**src/rtl/dft_complex_mul_block_if.sv**
```systemverilog
// ============================================================================
//  Module   : dft_complex_mul_block_if
//  Purpose  : Operand/result bundle for the DFT complex multiplier block,
//             carrying the companion valid flag alongside the data.
//  Revision : 1.0 - initial release
// ============================================================================
`default_nettype none

interface dft_complex_mul_block_if #(
  parameter int DATA_A_W = 16,
  parameter int DATA_B_W = 16
);
  logic signed [DATA_A_W-1:0] data_a_re;
  logic signed [DATA_A_W-1:0] data_a_im;
  logic signed [DATA_B_W-1:0] data_b_re;
  logic signed [DATA_B_W-1:0] data_b_im;
  logic                       valid_in;
  logic signed [DATA_A_W-1:0] result_re;
  logic signed [DATA_A_W-1:0] result_im;
  logic                       valid_out;

  // Producer side: drives operands, observes products.
  modport master (
    output data_a_re, data_a_im, data_b_re, data_b_im, valid_in,
    input  result_re, result_im, valid_out
  );

  // Multiplier side.
  modport slave (
    input  data_a_re, data_a_im, data_b_re, data_b_im, valid_in,
    output result_re, result_im, valid_out
  );
endinterface

`default_nettype wire

```
**src/rtl/dft_complex_mul_block.sv**
```systemverilog
// ============================================================================
//  Module   : dft_complex_mul_block (with dft_complex_mul, dft_dline)
//  Purpose  : Pipelined signed fixed-point complex multiplier A*B where B is
//             a Q1.(DATA_B_W-1) twiddle, plus a single-bit delay line that
//             keeps a valid flag aligned with the product.
//  Revision : 1.0 - initial release
// ============================================================================
`default_nettype none

module dft_complex_mul #(
  parameter int DATA_A_W        = 16,
  parameter int DATA_B_W        = 16,
  parameter int PIPELINE_STAGES = 2
) (
  input  wire logic                       clk,
  input  wire logic                       rst,
  input  wire logic signed [DATA_A_W-1:0] data_a_re,
  input  wire logic signed [DATA_A_W-1:0] data_a_im,
  input  wire logic signed [DATA_B_W-1:0] data_b_re,
  input  wire logic signed [DATA_B_W-1:0] data_b_im,
  output logic signed [DATA_A_W-1:0]      result_re,
  output logic signed [DATA_A_W-1:0]      result_im
);
  localparam int c_prod_w = DATA_A_W + DATA_B_W;
  localparam int c_sum_w  = c_prod_w + 1;
  localparam int c_lsb    = DATA_B_W - 1;
  localparam int c_last   = PIPELINE_STAGES - 1;

  logic signed [DATA_A_W-1:0] r_ar, r_ai;
  logic signed [DATA_B_W-1:0] r_br, r_bi;

  // Operands sign-extended to product width so every multiply is exact.
  logic signed [c_prod_w-1:0] w_ar_x, w_ai_x, w_br_x, w_bi_x;
  logic signed [c_prod_w-1:0] w_p_rr, w_p_ii, w_p_ri, w_p_ir;

  logic signed [c_prod_w-1:0] r_rr [PIPELINE_STAGES];
  logic signed [c_prod_w-1:0] r_ii [PIPELINE_STAGES];
  logic signed [c_prod_w-1:0] r_ri [PIPELINE_STAGES];
  logic signed [c_prod_w-1:0] r_ir [PIPELINE_STAGES];

  // One guard bit above the products so the sum/difference cannot overflow.
  logic signed [c_sum_w-1:0] w_rr_s, w_ii_s, w_ri_s, w_ir_s;
  logic signed [c_sum_w-1:0] r_re_full, r_im_full;

  // Bits dropped by the rescale: fraction bits below the binary point and the
  // two wrap-away bits at the top.
  logic w_unused;

  assign w_ar_x = {{DATA_B_W{r_ar[DATA_A_W-1]}}, r_ar};
  assign w_ai_x = {{DATA_B_W{r_ai[DATA_A_W-1]}}, r_ai};
  assign w_br_x = {{DATA_A_W{r_br[DATA_B_W-1]}}, r_br};
  assign w_bi_x = {{DATA_A_W{r_bi[DATA_B_W-1]}}, r_bi};

  assign w_p_rr = w_ar_x * w_br_x;
  assign w_p_ii = w_ai_x * w_bi_x;
  assign w_p_ri = w_ar_x * w_bi_x;
  assign w_p_ir = w_ai_x * w_br_x;

  assign w_rr_s = {r_rr[c_last][c_prod_w-1], r_rr[c_last]};
  assign w_ii_s = {r_ii[c_last][c_prod_w-1], r_ii[c_last]};
  assign w_ri_s = {r_ri[c_last][c_prod_w-1], r_ri[c_last]};
  assign w_ir_s = {r_ir[c_last][c_prod_w-1], r_ir[c_last]};

  assign w_unused = ^{r_re_full[c_sum_w-1:c_lsb+DATA_A_W], r_re_full[c_lsb-1:0],
                      r_im_full[c_sum_w-1:c_lsb+DATA_A_W], r_im_full[c_lsb-1:0]};

  // Input register: capture all four operands every cycle.
  always_ff @(posedge clk) begin
    if (!rst) begin
      r_ar <= '0;
      r_ai <= '0;
      r_br <= '0;
      r_bi <= '0;
    end else begin
      r_ar <= data_a_re;
      r_ai <= data_a_im;
      r_br <= data_b_re;
      r_bi <= data_b_im;
    end
  end

  // Product pipeline: first stage multiplies, later stages only delay.
  always_ff @(posedge clk) begin
    if (!rst) begin
      for (int i = 0; i < PIPELINE_STAGES; i++) begin
        r_rr[i] <= '0;
        r_ii[i] <= '0;
        r_ri[i] <= '0;
        r_ir[i] <= '0;
      end
    end else begin
      r_rr[0] <= w_p_rr;
      r_ii[0] <= w_p_ii;
      r_ri[0] <= w_p_ri;
      r_ir[0] <= w_p_ir;
      for (int i = 1; i < PIPELINE_STAGES; i++) begin
        r_rr[i] <= r_rr[i-1];
        r_ii[i] <= r_ii[i-1];
        r_ri[i] <= r_ri[i-1];
        r_ir[i] <= r_ir[i-1];
      end
    end
  end

  // Sum stage: full-precision real and imaginary parts.
  always_ff @(posedge clk) begin
    if (!rst) begin
      r_re_full <= '0;
      r_im_full <= '0;
    end else begin
      r_re_full <= w_rr_s - w_ii_s;
      r_im_full <= w_ri_s + w_ir_s;
    end
  end

  // Output stage: drop the Q1 fraction bits (floor) and wrap to sample width.
  always_ff @(posedge clk) begin
    if (!rst) begin
      result_re <= '0;
      result_im <= '0;
    end else begin
      result_re <= r_re_full[c_lsb +: DATA_A_W];
      result_im <= r_im_full[c_lsb +: DATA_A_W];
    end
  end
endmodule

module dft_dline #(
  parameter int STAGES_N = 1
) (
  input  wire logic clk,
  input  wire logic rst,
  input  wire logic din,
  output logic      dout
);
  logic [STAGES_N-1:0] r_sr;

  generate
    if (STAGES_N == 1) begin : g_single
      // Single flop delay.
      always_ff @(posedge clk) begin
        if (!rst) r_sr <= 1'b0;
        else      r_sr <= din;
      end
    end else begin : g_multi
      // Shift the flag one position per clock toward the output end.
      always_ff @(posedge clk) begin
        if (!rst) r_sr <= '0;
        else      r_sr <= {r_sr[STAGES_N-2:0], din};
      end
    end
  endgenerate

  assign dout = r_sr[STAGES_N-1];
endmodule

module dft_complex_mul_block #(
  parameter int DATA_A_W        = 16,
  parameter int DATA_B_W        = 16,
  parameter int PIPELINE_STAGES = 2
) (
  input  wire logic               clk,
  input  wire logic               rst,
  dft_complex_mul_block_if.slave  bus
);
  // Flag delay equals the full register depth of the multiplier so valid_out
  // is high exactly while the matching product is on the outputs.
  localparam int c_lat_stages = PIPELINE_STAGES + 3;

  dft_complex_mul #(
    .DATA_A_W        (DATA_A_W),
    .DATA_B_W        (DATA_B_W),
    .PIPELINE_STAGES (PIPELINE_STAGES)
  ) u_mul (
    .clk       (clk),
    .rst       (rst),
    .data_a_re (bus.data_a_re),
    .data_a_im (bus.data_a_im),
    .data_b_re (bus.data_b_re),
    .data_b_im (bus.data_b_im),
    .result_re (bus.result_re),
    .result_im (bus.result_im)
  );

  dft_dline #(
    .STAGES_N (c_lat_stages)
  ) u_valid_dline (
    .clk  (clk),
    .rst  (rst),
    .din  (bus.valid_in),
    .dout (bus.valid_out)
  );
endmodule

`default_nettype wire

```
**src/flat_wrapper.sv**
```systemverilog
// flat-port wrapper written by rule: the top's interface ports become plain ports
module dft_complex_mul_block_flat 
#(
  parameter int DATA_A_W        = 16,
  parameter int DATA_B_W        = 16,
  parameter int PIPELINE_STAGES = 2
)
  (clk, rst, bus_data_a_re, bus_data_a_im, bus_data_b_re, bus_data_b_im, bus_valid_in, bus_result_re, bus_result_im, bus_valid_out);
  dft_complex_mul_block_if #(.DATA_A_W(DATA_A_W), .DATA_B_W(DATA_B_W)) bus_i ();
  input  wire logic clk;
  input  wire logic rst;
  input wire logic [$bits(bus_i.data_a_re)-1:0] bus_data_a_re;
  input wire logic [$bits(bus_i.data_a_im)-1:0] bus_data_a_im;
  input wire logic [$bits(bus_i.data_b_re)-1:0] bus_data_b_re;
  input wire logic [$bits(bus_i.data_b_im)-1:0] bus_data_b_im;
  input wire logic [$bits(bus_i.valid_in)-1:0] bus_valid_in;
  output wire logic [$bits(bus_i.result_re)-1:0] bus_result_re;
  output wire logic [$bits(bus_i.result_im)-1:0] bus_result_im;
  output wire logic [$bits(bus_i.valid_out)-1:0] bus_valid_out;
  assign bus_i.data_a_re = bus_data_a_re;
  assign bus_i.data_a_im = bus_data_a_im;
  assign bus_i.data_b_re = bus_data_b_re;
  assign bus_i.data_b_im = bus_data_b_im;
  assign bus_i.valid_in = bus_valid_in;
  assign bus_result_re = bus_i.result_re;
  assign bus_result_im = bus_i.result_im;
  assign bus_valid_out = bus_i.valid_out;
  dft_complex_mul_block #(.DATA_A_W(DATA_A_W), .DATA_B_W(DATA_B_W), .PIPELINE_STAGES(PIPELINE_STAGES)) u_core (.clk(clk), .rst(rst), .bus(bus_i));
endmodule
```
**config.mk**
```make
export PLATFORM = sky130hd
export DESIGN_NAME = dft_complex_mul_block_flat
export DESIGN_NICKNAME = d
export VERILOG_FILES = /design/src/rtl/dft_complex_mul_block_if.sv /design/src/rtl/dft_complex_mul_block.sv /design/src/flat_wrapper.sv
export SDC_FILE = /design/constraint.sdc
export NUM_CORES = 2
export LEC_CHECK = 0
export ABC_AREA = 1
export CAP_MARGIN = 20
export CORE_ASPECT_RATIO = 1.75
export CORE_MARGIN = 8
export CORE_UTILIZATION = 25
export CTS_CLUSTER_SIZE = 16
export DETAILED_ROUTE_END_ITERATION = 16
export GPL_ROUTABILITY_DRIVEN = 1
export PLACE_DENSITY = 0.41
export SLEW_MARGIN = 20
export SYNTH_ARGS = -nofsm -noshare
export SYNTH_HDL_FRONTEND = slang
export SYNTH_SLANG_ARGS = --single-unit
export TNS_END_PERCENT = 100
```
**constraint.sdc**
```tcl
create_clock -name clk -period 5.6 [get_ports clk]
set_clock_uncertainty 0.2 [all_clocks]
set_input_delay 1.12 -clock clk [delete_from_list [all_inputs] [get_ports clk]]
set_output_delay 1.12 -clock clk [all_outputs]
set_load 0.02 [all_outputs]
```
# Word-level counts from Yosys, hierarchy flattened

Memory sizes are Yosys's and may differ from the RTL's.
Index checks and enable logic that the tools add are counted.

Register bits after elaboration: 163
RAM bits: 256
Input bits: 67
Output and inout port bits: 33
Logic and storage cells: 37
Memories kept: 4

Memory list:

| name              | depth | bits a word | read ports | clocked after Yosys merged registers in | write ports | line                        | RTL |
|---|---|---|---|---|---|---|---|
| u_core.u_mul.r_ii | 2     | 32          | 2          | 0                                       | 2           | dft_complex_mul_block.sv:37 | `logic signed [c_prod_w-1:0] r_ii [PIPELINE_STAGES];` |
| u_core.u_mul.r_ir | 2     | 32          | 2          | 0                                       | 2           | dft_complex_mul_block.sv:39 | `logic signed [c_prod_w-1:0] r_ir [PIPELINE_STAGES];` |
| u_core.u_mul.r_ri | 2     | 32          | 2          | 0                                       | 2           | dft_complex_mul_block.sv:38 | `logic signed [c_prod_w-1:0] r_ri [PIPELINE_STAGES];` |
| u_core.u_mul.r_rr | 2     | 32          | 2          | 0                                       | 2           | dft_complex_mul_block.sv:36 | `logic signed [c_prod_w-1:0] r_rr [PIPELINE_STAGES];` |

$add $sub $neg: 2
Multiply operators: 4
Multiplexer cells: 10
Bitwise logic cells: 8

Operators by type and width:

| kind                         | count |
|---|---|
| 2-to-1 mux 32 bit            | 8 |
| multiplier 16 x 16 -> 32 bit | 4 |
| adder 31 bit                 | 1 |
| subtractor 31 bit            | 1 |
| OR 1 bit                     | 8 |
| 2-to-1 mux 1 bit             | 2 |

# Depth between registers and ports, before layout

Word-level depth: 2
Mapped depth: 29
Depth with buffers taken out: 28

# Hierarchy

A second synthesis with hierarchy kept.

Cell total of the unflattened synthesis: 7229
Area, all modules: 54807.6 um^2

By module, submodules not included:

| module          | times used | cells an instance | area an instance (um^2) | seq. area each (um^2) |
|---|---|---|---|---|
| dft_complex_mul | 1          | 7214              | 54669.9                 | 7527.2 |
| dft_dline       | 1          | 15                | 137.6                   | 100.1 |

# Least setup slack after synthesis

OpenSTA, ideal clock, no wires.

Kind: register to register
From: register u_core.u_mul.r_ai[15]
To: memory u_core.u_mul.r_ir[0][27] (netlist name)
Setup time: 113 ps
Arrival: 5475 ps
Data required time: 5287 ps
Path slack: -188 ps
Cell stages (with the launch flop): 23
Path buffers: 2
Clock period less this slack: 5788 ps
Cell sequence: dfxtp_1 buf_4 clkbuf_1 nand2_1 inv_1 fa_1 inv_1 fa_1 inv_1 fa_1 fa_1 fa_1 inv_1 fa_1 inv_1 ha_1 nand2_1 nor4_1 nand3_1 nand3_1 nand2_1 nand2_1 nor2_1

RTL lines:

| element                | line                        | RTL |
|---|---|---|
| from (decl)            | dft_complex_mul_block.sv:29 | `logic signed [DATA_A_W-1:0] r_ar, r_ai;` |
| from (signal assigned) | dft_complex_mul_block.sv:76 | `r_ai <= data_a_im;` |
| to (decl)              | dft_complex_mul_block.sv:39 |  |

==> metrics.md <==
| Metric | Value |
|---|---|
| GR Overflow Total | 0 |
| RSZ-0062 raised after global routing | yes |
| Crit end category | flip-flop |
| Post-Syn Area | 54650 sq um |
| Slowest CP cell | fa_1 |
| Rows | 227 |
| Final non-filler cell total | 10836 |
| Die Wd | 369.5 microns |
| Worst Max-Slew Pin Slew | 1.095 ns |
| Via density | 4.238 |
| First-pass GRT wire length | 293000 microns |
| Synth Area in XOR/XNOR | 0.2884% |
| WP buf/inv | 7 |
| Clock Tree Root | clkbuf_16 |
| Initial Util | 25.09% |
| Post-DR wirelength/cell | 18.01 microns |
| Leak | 39.90 nW |
| Die Outline Area | 234400 sq um |
| Antenna violations before repair | 5 |
| Clock Sinks | 381 |
| CTS tree | done |
| Maximum VDD drop | 0.0002508 V |
| Cells after synthesis | 7212 |
| Initial DRT Pass Iterations | 5 |
| Area after DPL | 64350 sq um |
| Crit-path max cell delay | 0.55 ns |
| Crit-path cells | buf_12, clkbuf_16, buf_6, inv_4, nand2_2, fa_1, inv_2, fa_1, inv_2, fa_1, inv_2, fa_1, fa_1, fa_1, ha_4, nand2_1, nor2_2, nand2_1, nor3_1, nand2_1, nand4_1, nand2_1, nor2_4 |
| Min-delay worst type | flip-flop to flip-flop |
| Slew headroom | 26.99% |
| Finished Cell Area | 71470 sq um |
| Total Routed Length | 195200 microns |
| Core Util, Final | 32.81% |
| Detail Route Antenna Nets | 0 |
| Period utilisation layout | 101.5% |
| Placed insts | 10586 |
| Worst-Skew Late Latency | 0.68 ns |
| Min Hold Slack | 0.2103 ns |
| Sequential-to-total area share from yosys stat | 13.96% |
| F_max | 0.1759 GHz |
| Worst path most repeated cell | fa_1 |
| DRC Markers | 0 |
| Post-Syn Nets | 8681 |
| Failing checks | negative setup slack |
| Status | finished with violations |
| Gr usage total | 16.32% |
| Area of the multi-input gates | 41360 sq um |
| FF+latch area | 7726 sq um |
| Die height | 634.5 microns |
| Layout area overhead | 30.76% |
| Slack of the critical path | -0.08421 ns |
| Placed wire-length estimate | 156000 microns |
| Yosys warns | 0 |
| Avg Cell Area, Syn | 7.578 sq um |
| Final Hold Viols | 0 |
| WP data required | 5.97 ns |
| # IOs | 100 |
| Clock slew at the register clock pins of the worst setup and hold paths | 0.06 ns |
| Placer Congestion | 0.8813 |
| Final setup fails | 19 |
| PortBufs | 99 |
| Vias | 45923 |
| Portion of netlist area occupied by mux cells | 0% |
| Startpoint types | flip-flop |
| Commonest non-fill, non-tap cell in the layout | inv_1 |
| Iter 0 DRT Violations | 1960 |
| CTS H-tree depth | 2 |
| CTS buffer count | 48 |
| Cell variety after synth | 41 |
| Dpl ws | -0.5911 ns |
| Post-Synth Simple-Gate Area | 18.21% |
| Maximum clock path buffer count | 3 |
| Largest net degree at the start of global routing | 188 |
| Crit path kind | flip-flop to flip-flop |
| Synth Area in Compound Gates | 5.222% |
| Delay-heaviest family, CP | adder cells |
| Max-slew violations | 0 |
| Final nets | 9398 |
| Final min period | 5.684 ns |
| Synth Area in Adders | 46.16% |
| Arr. time, crit path | 6.06 ns |
| Max Cap Viol | 0 |
| Most frequent cells in the layout | inv_1, nand2_1, fa_1, buf_4, dfxtp_1 |
| Pwr/cell area | 332.1 nW/um^2 |
| Layout cells sized above 1 | 20.16% |
| Vias in the first global route | 50248 |
| CORE AREA | 217800 sq um |
| Worst Path Max Fanout | 7 |
| FF+latch count, synth | 381 |
| Main combinational cell family by area after synthesis | adder cells |
| Fill cells | 23266 |
final cells by class:
| type | count | share of cell area [%] |
|---|---|---|
| Sequential cell | 381 | 10.81 |
| Tap cell | 2862 | 5.011 |
| Inverter | 2107 | 11.11 |
| Clock inverter | 34 | 0.5340 |
| Antenna cell | 6 | 0.02101 |
| Clock buffer | 55 | 1.803 |
| Multi-Input combinational cell | 4486 | 57.88 |
| Timing Repair Buffer | 905 | 12.83 |
worst register-to-register path, stage by stage, from the launching register on:
cell and delay (ns):
dfxtp_4 0.36, buf_12 0.14, clkbuf_16 0.18, buf_6 0.13, inv_4 0.04, nand2_2 0.05, fa_1 0.53, inv_2 0.05
fa_1 0.51, inv_2 0.04, fa_1 0.49, inv_2 0.04, fa_1 0.49, fa_1 0.54, fa_1 0.55, ha_4 0.32
nand2_1 0.15, nor2_2 0.17, nand2_1 0.08, nor3_1 0.13, nand2_1 0.09, nand4_1 0.08, nand2_1 0.09, nor2_4 0.16
routing by layer:
layer | routed length (microns) | track usage, % | vias up | share of wire (%)
met5 | 0 | 0 | - | 0
met4 | 12130 | 7.596 | 0 | 6.2
met3 | 6052 | 1.326 | 316 | 3.1
met2 | 102100 | 31.19 | 813 | 52
met1 | 74940 | 18.16 | 22739 | 38
li1 | - | - | 22055 | -
cells by family (layout without fill, tap and decap cells):
| group | Yosys count | count (layout) |
|---|---|---|
| other | 0 | 6 |
| xor gates and xnor gates | 18 | 18 |
| AOI/OAI and AO/OA | 517 | 517 |
| DFF | 381 | 381 |
| adders and majority gates | 1402 | 1402 |
| and+or+nand+nor | 2549 | 2549 |
| buffers and inverters | 2345 | 3101 |
state kept, by name, summed over array words and instances, names as in the netlist, 62 cells and up:
name / cells
u_core.u_mul.r_ii: 62
u_core.u_mul.r_ir: 62
u_core.u_mul.r_rr: 62
u_core.u_mul.r_ri: 62
metrics by stage:
stage          TNS (ns)  power, mW
6_report        -0.7636      23.73
3_5_place_dp     -19.42      16.54
5_1_grt          -11.18      25.83
3_3_place_gp     -19.22      16.56
4_1_cts          -1.801      22.54
2_1_floorplan         0      10.77
synth_stat cells:
cell,count,share of area (%)
a21oi_1,255,2.3
dfxtp_1,381,14
o21ai_2,4,0.064
inv_1,2090,14
and3_1,1,0.011
fa_1,1024,38
a21boi_1,6,0.082
nor3_1,41,0.38
o211ai_1,6,0.082
xnor2_1,14,0.22
a21oi_2,3,0.048
or2_2,2,0.023
clkinv_1,3,0.021
nor2_2,2,0.023
nand2b_1,3,0.034
buf_4,1,0.014
o21ai_0,110,1.0
nand2_2,5,0.057
xor2_1,4,0.064
or2_1,2,0.023
nand3b_1,6,0.082
buf_6,1,0.021
nand2_1,1889,13
clkbuf_1,211,1.4
inv_2,14,0.096
nor2_1,421,2.9
and2_1,5,0.057
ha_1,378,8.7
a21o_1,27,0.37
nor3b_2,1,0.023
buf_1,9,0.062
o21bai_1,26,0.36
buf_2,16,0.15
nand3_1,141,1.3
o21ai_1,47,0.43
o21a_1,23,0.32
nor4_1,8,0.092
nand4_1,21,0.24
a31oi_1,4,0.046
nor3b_1,1,0.014
a21boi_0,6,0.082
power by group:
| part | switching, mW | leakage (nW) | internal [mW] |
|---|---|---|---|
| Combinational | 9.33 | 35.9 | 7.38 |
| Clock | 1.52 | 0.806 | 1.88 |
| Sequential | 0.305 | 3.16 | 3.31 |
timing repair:
item | in CTS | in global routing
pin swaps | 157 | 232
setup buffers | 59 | 78
hold buffers | 0 | 0
gates resized for setup | 507 | 471
setup endpoints to repair | 75 | 82
gates cloned | 10 | 14
worst paths after layout:
kind / startpoint / to / slack, ns / cells after the start
max reg2reg: u_core.u_mul.r_ar[11] / u_core.u_mul.r_ri[0][29] / -0.08 / 23
min: u_core.u_valid_dline.r_sr[1] / u_core.u_valid_dline.r_sr[2] / 0.21 / 2
min reg2reg: u_core.u_valid_dline.r_sr[1] / u_core.u_valid_dline.r_sr[2] / 0.21 / 2
max: u_core.u_mul.r_ar[11] / u_core.u_mul.r_ri[0][29] / -0.08 / 23
(Power assumes the default switching activity.)
